<file path="src/rtl/pc_pkg.sv">
// Shared CPU constants: address width, fetch increment and reset vector.
package pc_pkg;
  localparam int              ADDR_W    = 16;
  localparam int              PC_INC    = 2;
  localparam logic [ADDR_W-1:0] RESET_VEC = 16'h0000;
endpackage

</file>
<file path="src/rtl/pc.sv">
// Program counter: one register loading pc_next every cycle, plus a
// combinational adder giving the fall-through address pc_count + INC.
import pc_pkg::*;

module pc #(
  parameter int               WIDTH     = ADDR_W,
  parameter int               INC       = PC_INC,
  parameter logic [WIDTH-1:0] RESET_VAL = RESET_VEC
) (
  input  logic             clk,
  input  logic             rst_n,
  input  logic [WIDTH-1:0] pc_next,
  output logic [WIDTH-1:0] pc_count,
  output logic [WIDTH-1:0] pc_branch
);

  always_ff @(posedge clk or negedge rst_n) begin
    if (!rst_n) pc_count <= RESET_VAL;
    else        pc_count <= pc_next;
  end

  // Wraps modulo 2^WIDTH; no carry out is needed by the fetch path.
  assign pc_branch = pc_count + WIDTH'(INC);

endmodule

</file>
<file path="config.mk">
export PLATFORM = sky130hd
export DESIGN_NAME = pc
export DESIGN_NICKNAME = d
export VERILOG_FILES = /design/src/rtl/pc_pkg.sv /design/src/rtl/pc.sv
export SDC_FILE = /design/constraint.sdc
export NUM_CORES = 1
export LEC_CHECK = 0
export BUFFER_PORTS_ARGS = -buffer_cell sky130_fd_sc_hd__buf_2
export CAP_MARGIN = 20
export CELL_PAD_IN_SITES_DETAIL_PLACEMENT = 0
export CELL_PAD_IN_SITES_GLOBAL_PLACEMENT = 1
export CORE_UTILIZATION = 27
export CTS_CLUSTER_SIZE = 12
export DETAILED_ROUTE_END_ITERATION = 10
export PLACE_DENSITY = 0.78
export SYNTH_ARGS = -nofsm -noshare
export SYNTH_HDL_FRONTEND = slang
export SYNTH_SLANG_ARGS = --single-unit
</file>
<file path="constraint.sdc">
create_clock -name clk -period 1.55 [get_ports clk]
set_input_delay 0.0775 -clock clk [delete_from_list [all_inputs] [get_ports clk]]
set_output_delay 0.0775 -clock clk [all_outputs]
set_load 0.1 [all_outputs]
</file>
==> reports/summary.md, run 1 <==
Synthesis produced 58 cells. Summing all non-filler instances in the final layout gives an area of 2100 sq um. The number of buffers and inverters on the critical path is 2. After floorplanning, the core was sized to cover 2300 sq um.

The worst setup path is launched from a flip-flop. The critical path's largest stage delay is 0.43 ns. STA classifies the critical path endpoint as an output pin. The setup path with the least slack is of type reg2out. Switching share of power: 44.3%. Relative to the synthesized area, the layout overhead comes to 207%. The overall die height is 52.3 microns. The max-slew violation total from the final report is 0.

For this run, the detailed router's first-pass iteration total came to 4. From left edge to right edge, the die measures 52.3 microns. The number of nets with antenna violations after detailed routing is 0. STA puts the critical path data required time at 1.47 ns. Once placement completed, the tool counted placed cells totaling 149. The analysis attributes to cell leakage a power of 0.000933 uW. Sequential cells burn 31.3% of the power. The tools report the site row count as 17. The layout cell share with drive strength beyond 1 is 80.6%, and the total met2 wirelength after detailed routing is 2000 microns. The sequential-to-total area share from yosys stat is 58.5%, and the average instance area after synthesis is 11.8 sq um. The number of clock buffers added by TritonCTS is 3. The maximum level of the CTS H-tree was 1. The largest registers in the layout are pc_count (16). The ratio of final minimum period to clock period was 122%. The run gives 0.732 as the routability congestion estimate.

The checks that failed: setup timing. The worst min-delay path class was in2async. For the number of failing hold endpoints at the final stage, the log shows 0.

In the final routed layout, each cell accounts on average for 18.4 microns. The worst-case headroom to the max-slew limit is 65.6%. Pin placement for this block handled 50 I/O pins. The count of buffers added on input and output ports is 49.

The least setup slack across all paths after layout was -0.341 ns. More flip-flops sit in one register than any other, and that register is pc_count. Setup violations remaining at the end of the flow were counted as 13. Setup repair after global routing could not meet its margin everywhere.

The run finished, with violations left. Max-cap violations in this run came to 0. The slowest stage of the critical path belongs to the cell sky130_fd_sc_hd__dfrtp_4.

The number of nets in the final layout is 175. The clock-pin slew reported for the worst setup and hold paths after clock tree synthesis works out to 0.10 ns. For the number of violations reported at the end of detailed-routing iteration 0, the log shows 10.

For the number of antenna diodes, the log shows 0. The post-synthesis register bit count is 16. The filler cells instantiated in the layout total 86. Number of design rule violations left after detail routing: 0. The ratio of total power to cell area came out at 722 nW/um^2. The logs give 77 for the synthesized netlist net count and 978 for the number of global-route vias before repair. The total detailed-routing wirelength is 3360 microns, and the total congestion overflow is 0.

The logs give 16 for the total number of clock tree sinks and 1610 microns for the sum of net half-perimeters after detailed placement. The routed design uses 129 microns of met3 wire. The Yosys step of the flow raised 0 warnings.

The run gives 4440 microns as the global-route wire length before repair. The achievable clock frequency is 529 MHz. For the worst setup path, the data arrival time is 1.81 ns. The flip-flop count of the largest register, all copies and words added was 16; the starting density of the core was 29.8%.

The critical path goes through nand4_1, buf_6, nor3_4, xor2_4, buf_12. Measured on the finished design, the core utilization comes to 91.5%. Per report_power, the clock group accounts for 18.3% of the total.

In this run the worst path has a maximum fanout of 2. The clock period minus worst slack is 1.89 ns. The root cell of the clock tree is sky130_fd_sc_hd__clkbuf_4. The kind of cell with the highest combined delay along the critical path is simple AND/OR/NAND/NOR gates. The number of antenna violations at the first check in global routing was 0; the cell area after placement was 1650 sq um. After synthesis the cells add up to 684 sq um. TritonCTS built the clock tree.

After detailed routing, the wire length on met1 is 1120 microns. Entering global routing, the biggest net connects 17 pins. The run gives -2.89 ns as the summed negative setup slack over all endpoints.

The aggregate global-route resource usage is 23.6%, and the transition time at the pin with the least slew margin is 0.519 ns. The tools report the buffer depth of the longest clock path as 2. In the routed layout, each cell is associated on average with a via count of 4.72.

The tools report the switching power as 672 uW. Across the VDD grid, the largest voltage drop is 0.799 mV. The combinational group share of total power is 50.4%, and the number of standard cells in the final layout excluding fillers is 183. The run gives 1520 uW as the sum of internal, switching and leakage power. Internal power component: 845 uW. Top layer reached by signal wires: met4. After synthesis, the netlist uses 14 different library cells. The total number of cells along the worst setup path was 5. The detailed router placed 864 vias in this run. The floorplan step defined a die boundary enclosing 2740 sq um.
-- power by group through the flow --
stage / sequential [uW] / combinational [uW] / clock, uW
floorplan: 657 / 285 / 0
global route: 477 / 783 / 299
detailed placement: 481 / 661 / 0
CTS: 469 / 724 / 266
finish: 474 / 764 / 278
global placement: 479 / 656 / 0
-- repair_timing --
item,CTS,global route
pin swaps,17,13
buffers inserted,10,5
resized for setup,17,17
hold endpoints to repair,32,0
hold buffers,17,0
setup endpoints to repair,12,13
-- per-stage QoR --
| stage | hold slack, ns | setup slack (ns) |
|---|---|---|
| global route | 0.243 | -0.404 |
| detailed placement | -0.00285 | 0.0168 |
| CTS | 0.224 | -0.272 |
| floorplan | -0.218 | -0.454 |
| finish | 0.207 | -0.341 |
| global placement | -0.0145 | 0.0409 |
-- cell usage in the layout (no fill, tap or decap), drive strengths merged --
cell	count
nor2	3
ha	1
inv	4
nor3	5
dlygate4sd3	17
buf	77
nand4	4
nor4	2
clkbuf	4
dfrtp	16
xor2	8
nand2	4
xnor2	5
nand3	5
-- cells in the mapped netlist, drive strengths merged --
cell / count / area (sq um)
nor4: 2 / 18.8
xor2: 8 / 70.1
nor3: 5 / 25.0
nand4: 4 / 40.0
nor2: 3 / 11.3
dfrtp: 16 / 400
nand3: 5 / 25.0
xnor2: 5 / 43.8
nand2: 4 / 15.0
ha: 1 / 12.5
buf: 1 / 7.51
inv: 4 / 15.0
-- per-layer routing --
layer / global-route usage [%] / up-vias
met5: 0 / -
met4: 16.2 / 0
met3: 1.16 / 9
met2: 44.9 / 38
met1: 24.1 / 434
li1: - / 383
-- kinds of logic after synthesis --
| group | synth area share, % |
|---|---|
| xor+xnor | 16.6 |
| fa+ha+maj | 1.83 |
| flops | 58.5 |
| buf+inv | 3.29 |
| simple gates | 19.7 |
-- path summary, 6_finish.rpt --
path	startpoint	endpoint	slack (ns)
worst max-delay path	pc_count[4]	pc_branch[12]	-0.34
max in group asynchronous	rst_n	pc_count[8]	1.06
worst min-delay path	rst_n	pc_count[15]	0.21
min in group clk	pc_next[4]	pc_count[4]	0.42
-- layout make-up --
class / count / area, sq um / area share (%)
Timing Repair Buffer: 94 / 898 / 42.7
Multi-Input combinational cell: 37 / 667 / 31.7
Sequential cell: 16 / 450 / 21.4
Clock buffer: 4 / 36.3 / 1.73
Tap cell: 28 / 35.0 / 1.67
Inverter: 4 / 15.0 / 0.714
No activity file was read; power rests on OpenSTA's default activity.
==> inputs of run 2 (changes only) <==
Settings changed: CORE_UTILIZATION 27 to 25, PLACE_DENSITY 0.78 to 0.76, RECOVER_POWER from default to 100.
Clock period 1.55 ns to 1.7 ns, I/O delays scaled along.
==> run 2 against run 1 <==
Against the previous run:
- the flow still finishes with violations (setup timing)
- via count is 11% lower
- hold slack better by 0.22 ns
- design area is 10% lower
- clock-buffer cell count is 1 lower
- worst setup slack better by 0.18 ns
- critical path type unchanged
- die area is 7.7% higher
- highest routed layer unchanged
- sequential cell count stayed put
==> reports/summary.md, run 2 (synthesis gave the netlist of run 1 again) <==
The flow ran to the end, but the final reports show violations. The final reports fail on setup timing. For this configuration, the core starts out at a cell density of 27.1%. The buffer depth of the longest clock path came out at 2. The floorplan step set the die width to 54.3 microns.

By startpoint and endpoint, the worst setup path is classified as reg2out. Walking the worst path, the cells encountered are nand4_1, buf_4, nor4_4, xor2_4, buf_12. The least setup slack across all paths after layout came out at -0.159 ns. The tools report the routability congestion estimate as 0.710.

The overall die height works out to 54.3 microns. The total setup violations reported at the end of the flow is 8. The maximum level of the CTS H-tree was 1. The sort of element at the end of the critical path was an output pin. After layout, the design draws a total of 1240 uW. Together, buffers and inverters on the worst path number 2. In this run, CTS created clock tree buffers numbering 3. The total detailed-routing wirelength was 2470 microns.

Cells fill 74.9% of the core in the end. Detailed routing inserted a total of 770 vias. The tightest min-delay check is of the in2async type.

Dividing the detail-routed wire length by the instance count gives 14.1 microns. In this design, the largest share of critical-path delay is due to simple AND/OR/NAND/NOR gates. Setup repair after global routing could not meet its margin everywhere. The run gives 8 as the number of violations reported at the end of detailed-routing iteration 0. The ratio of final minimum period to clock period was 109%. In the final timing run, aggregate negative setup slack is -0.837 ns. IR analysis of the VDD net gives a maximum drop of 0.633 mV.

The largest single stage delay on the critical path is 0.42 ns. During placement, the flow inserted port buffers numbering 49. The floorplan step defined a core boundary enclosing 2520 sq um. For this design the ratio of total power to cell area is 659 nW/um^2.

The clock-pin slew reported for the worst setup and hold paths after clock tree synthesis is 0.08 ns. The run gives 0.000827 uW as the leakage power figure. The achievable clock frequency was 538 MHz; the total die area was 2950 sq um.

The flip-flop count of the largest register, all copies and words added works out to 16. The logs give 0 for the total congestion overflow and 0.108 ns for the worst slack at placement. The layout cell share with drive strength beyond 1 was 75.9%. The tools report the total number of clock tree sinks as 16.

Dividing the detail-routed via count by the number of cells gives 4.40. In this run the remaining antenna-violating nets after routing total 0. From synthesis to final layout, the design area changed by 176%.

The most common library cell in the layout ignoring fill and taps is sky130_fd_sc_hd__buf_2. The number of antenna diodes was 0. The critical path launch point type was a flip-flop.

For the worst setup path, the data required time is 1.62 ns. Most flop-heavy register: pc_count. At the pin with the least slew margin, the transition time is 0.820 ns. The tools report the worst-case headroom to the max-slew limit as 45.3%. In the layout the commonest cells are sky130_fd_sc_hd__buf_2 (19), sky130_fd_sc_hd__dlygate4sd3_1 (17), sky130_fd_sc_hd__clkbuf_2 (16). The logs give 0 for the total of max-cap violations and 0 for the max-slew violation total from the final report. The slowest stage of the critical path is the sky130_fd_sc_hd__dfrtp_4 cell. For the number of antenna violations at the first check in global routing, the log shows 0. Subtracting the final worst setup slack from the clock period gives 1.86 ns. The aggregate global-route resource usage came out at 17.3%.

The tools report the root cell of the clock tree as sky130_fd_sc_hd__clkbuf_4. The tools report the number of failing hold endpoints at the final stage as 0. Critical-path maximum fanout: 3. After detailed routing, the number of remaining DRC violations is 0. The tools report the I/O pin total as 50. The first detailed-routing pass took 4 iterations. The critical path arrival was 1.77 ns. In the final layout, the registers with the most flip-flops are pc_count (16). Entering global routing, the biggest net connects 17 pins. For the number of nets in the final layout, the log shows 166.

Detailed placement finished with a half-perimeter wire length of 1550 microns. The run gives 18 as the site row count. TritonCTS built the clock tree. The first global-routing pass estimated 3440 microns of wire. For the number of global-route vias before repair, the log shows 804.
-- run 2: changes by cell type in the layout (fill, tap and decap cells not counted), moves of 2 or more --
| cell | change |
|---|---|
| sky130_fd_sc_hd__buf_6 | -5 |
| sky130_fd_sc_hd__clkbuf_2 | +16 |
| sky130_fd_sc_hd__nand3_4 | -2 |
| sky130_fd_sc_hd__buf_4 | -2 |
| sky130_fd_sc_hd__buf_12 | -3 |
| sky130_fd_sc_hd__buf_2 | -15 |
-- run 2: power by group --
part	switching [uW]	total (uW)	internal [uW]	leakage [uW]
Clock	105	187	82.1	0.0000138
Sequential	24.9	435	410	0.000174
Combinational	436	621	186	0.000640
-- run 2: worst max path at each step --
stage | startpoint | endpoint | slack [ns] | cells after the start
after floorplan | pc_count[4] | pc_branch[14] | -0.31 | 3
after global placement | pc_count[8] | pc_branch[14] | 0.12 | 4
after detailed placement | pc_count[11] | pc_branch[15] | 0.11 | 4
after CTS | pc_count[1] | pc_branch[15] | -0.20 | 5
after global routing | pc_count[11] | pc_branch[15] | -0.26 | 5
final | pc_count[11] | pc_branch[15] | -0.16 | 5
-- run 2: layout make-up --
type | count | area (sq um)
clock buffers | 3 | 22.5
fillers | 167 | 634
inverters | 4 | 15.0
multi-input cells | 37 | 602
flip-flops and latches | 16 | 450
well taps | 30 | 37.5
repair buffers | 85 | 761
-- run 2: per-layer routing --
metal	global-route usage, %	routed length (microns)
met4	9.40	61
met3	2.50	75
met5	0	0
met1	15.8	786
met2	35.2	1540
-- run 2: repair_timing --
item,in CTS,in global routing
buffers inserted,6,9
pin swaps,11,9
endpoints found under the hold margin,32,0
setup endpoints to repair,10,11
hold buffers,17,0
resized for setup,5,11
-- run 2: per-stage QoR --
stage	std cells	area (sq um)	hold WS (ns)
after floorplan	58	1050	-0.211
after global placement	140	1540	-0.00176
after detailed placement	140	1540	0.00643
after CTS	166	1790	0.239
after global routing	175	1890	0.427
final	175	1890	0.428
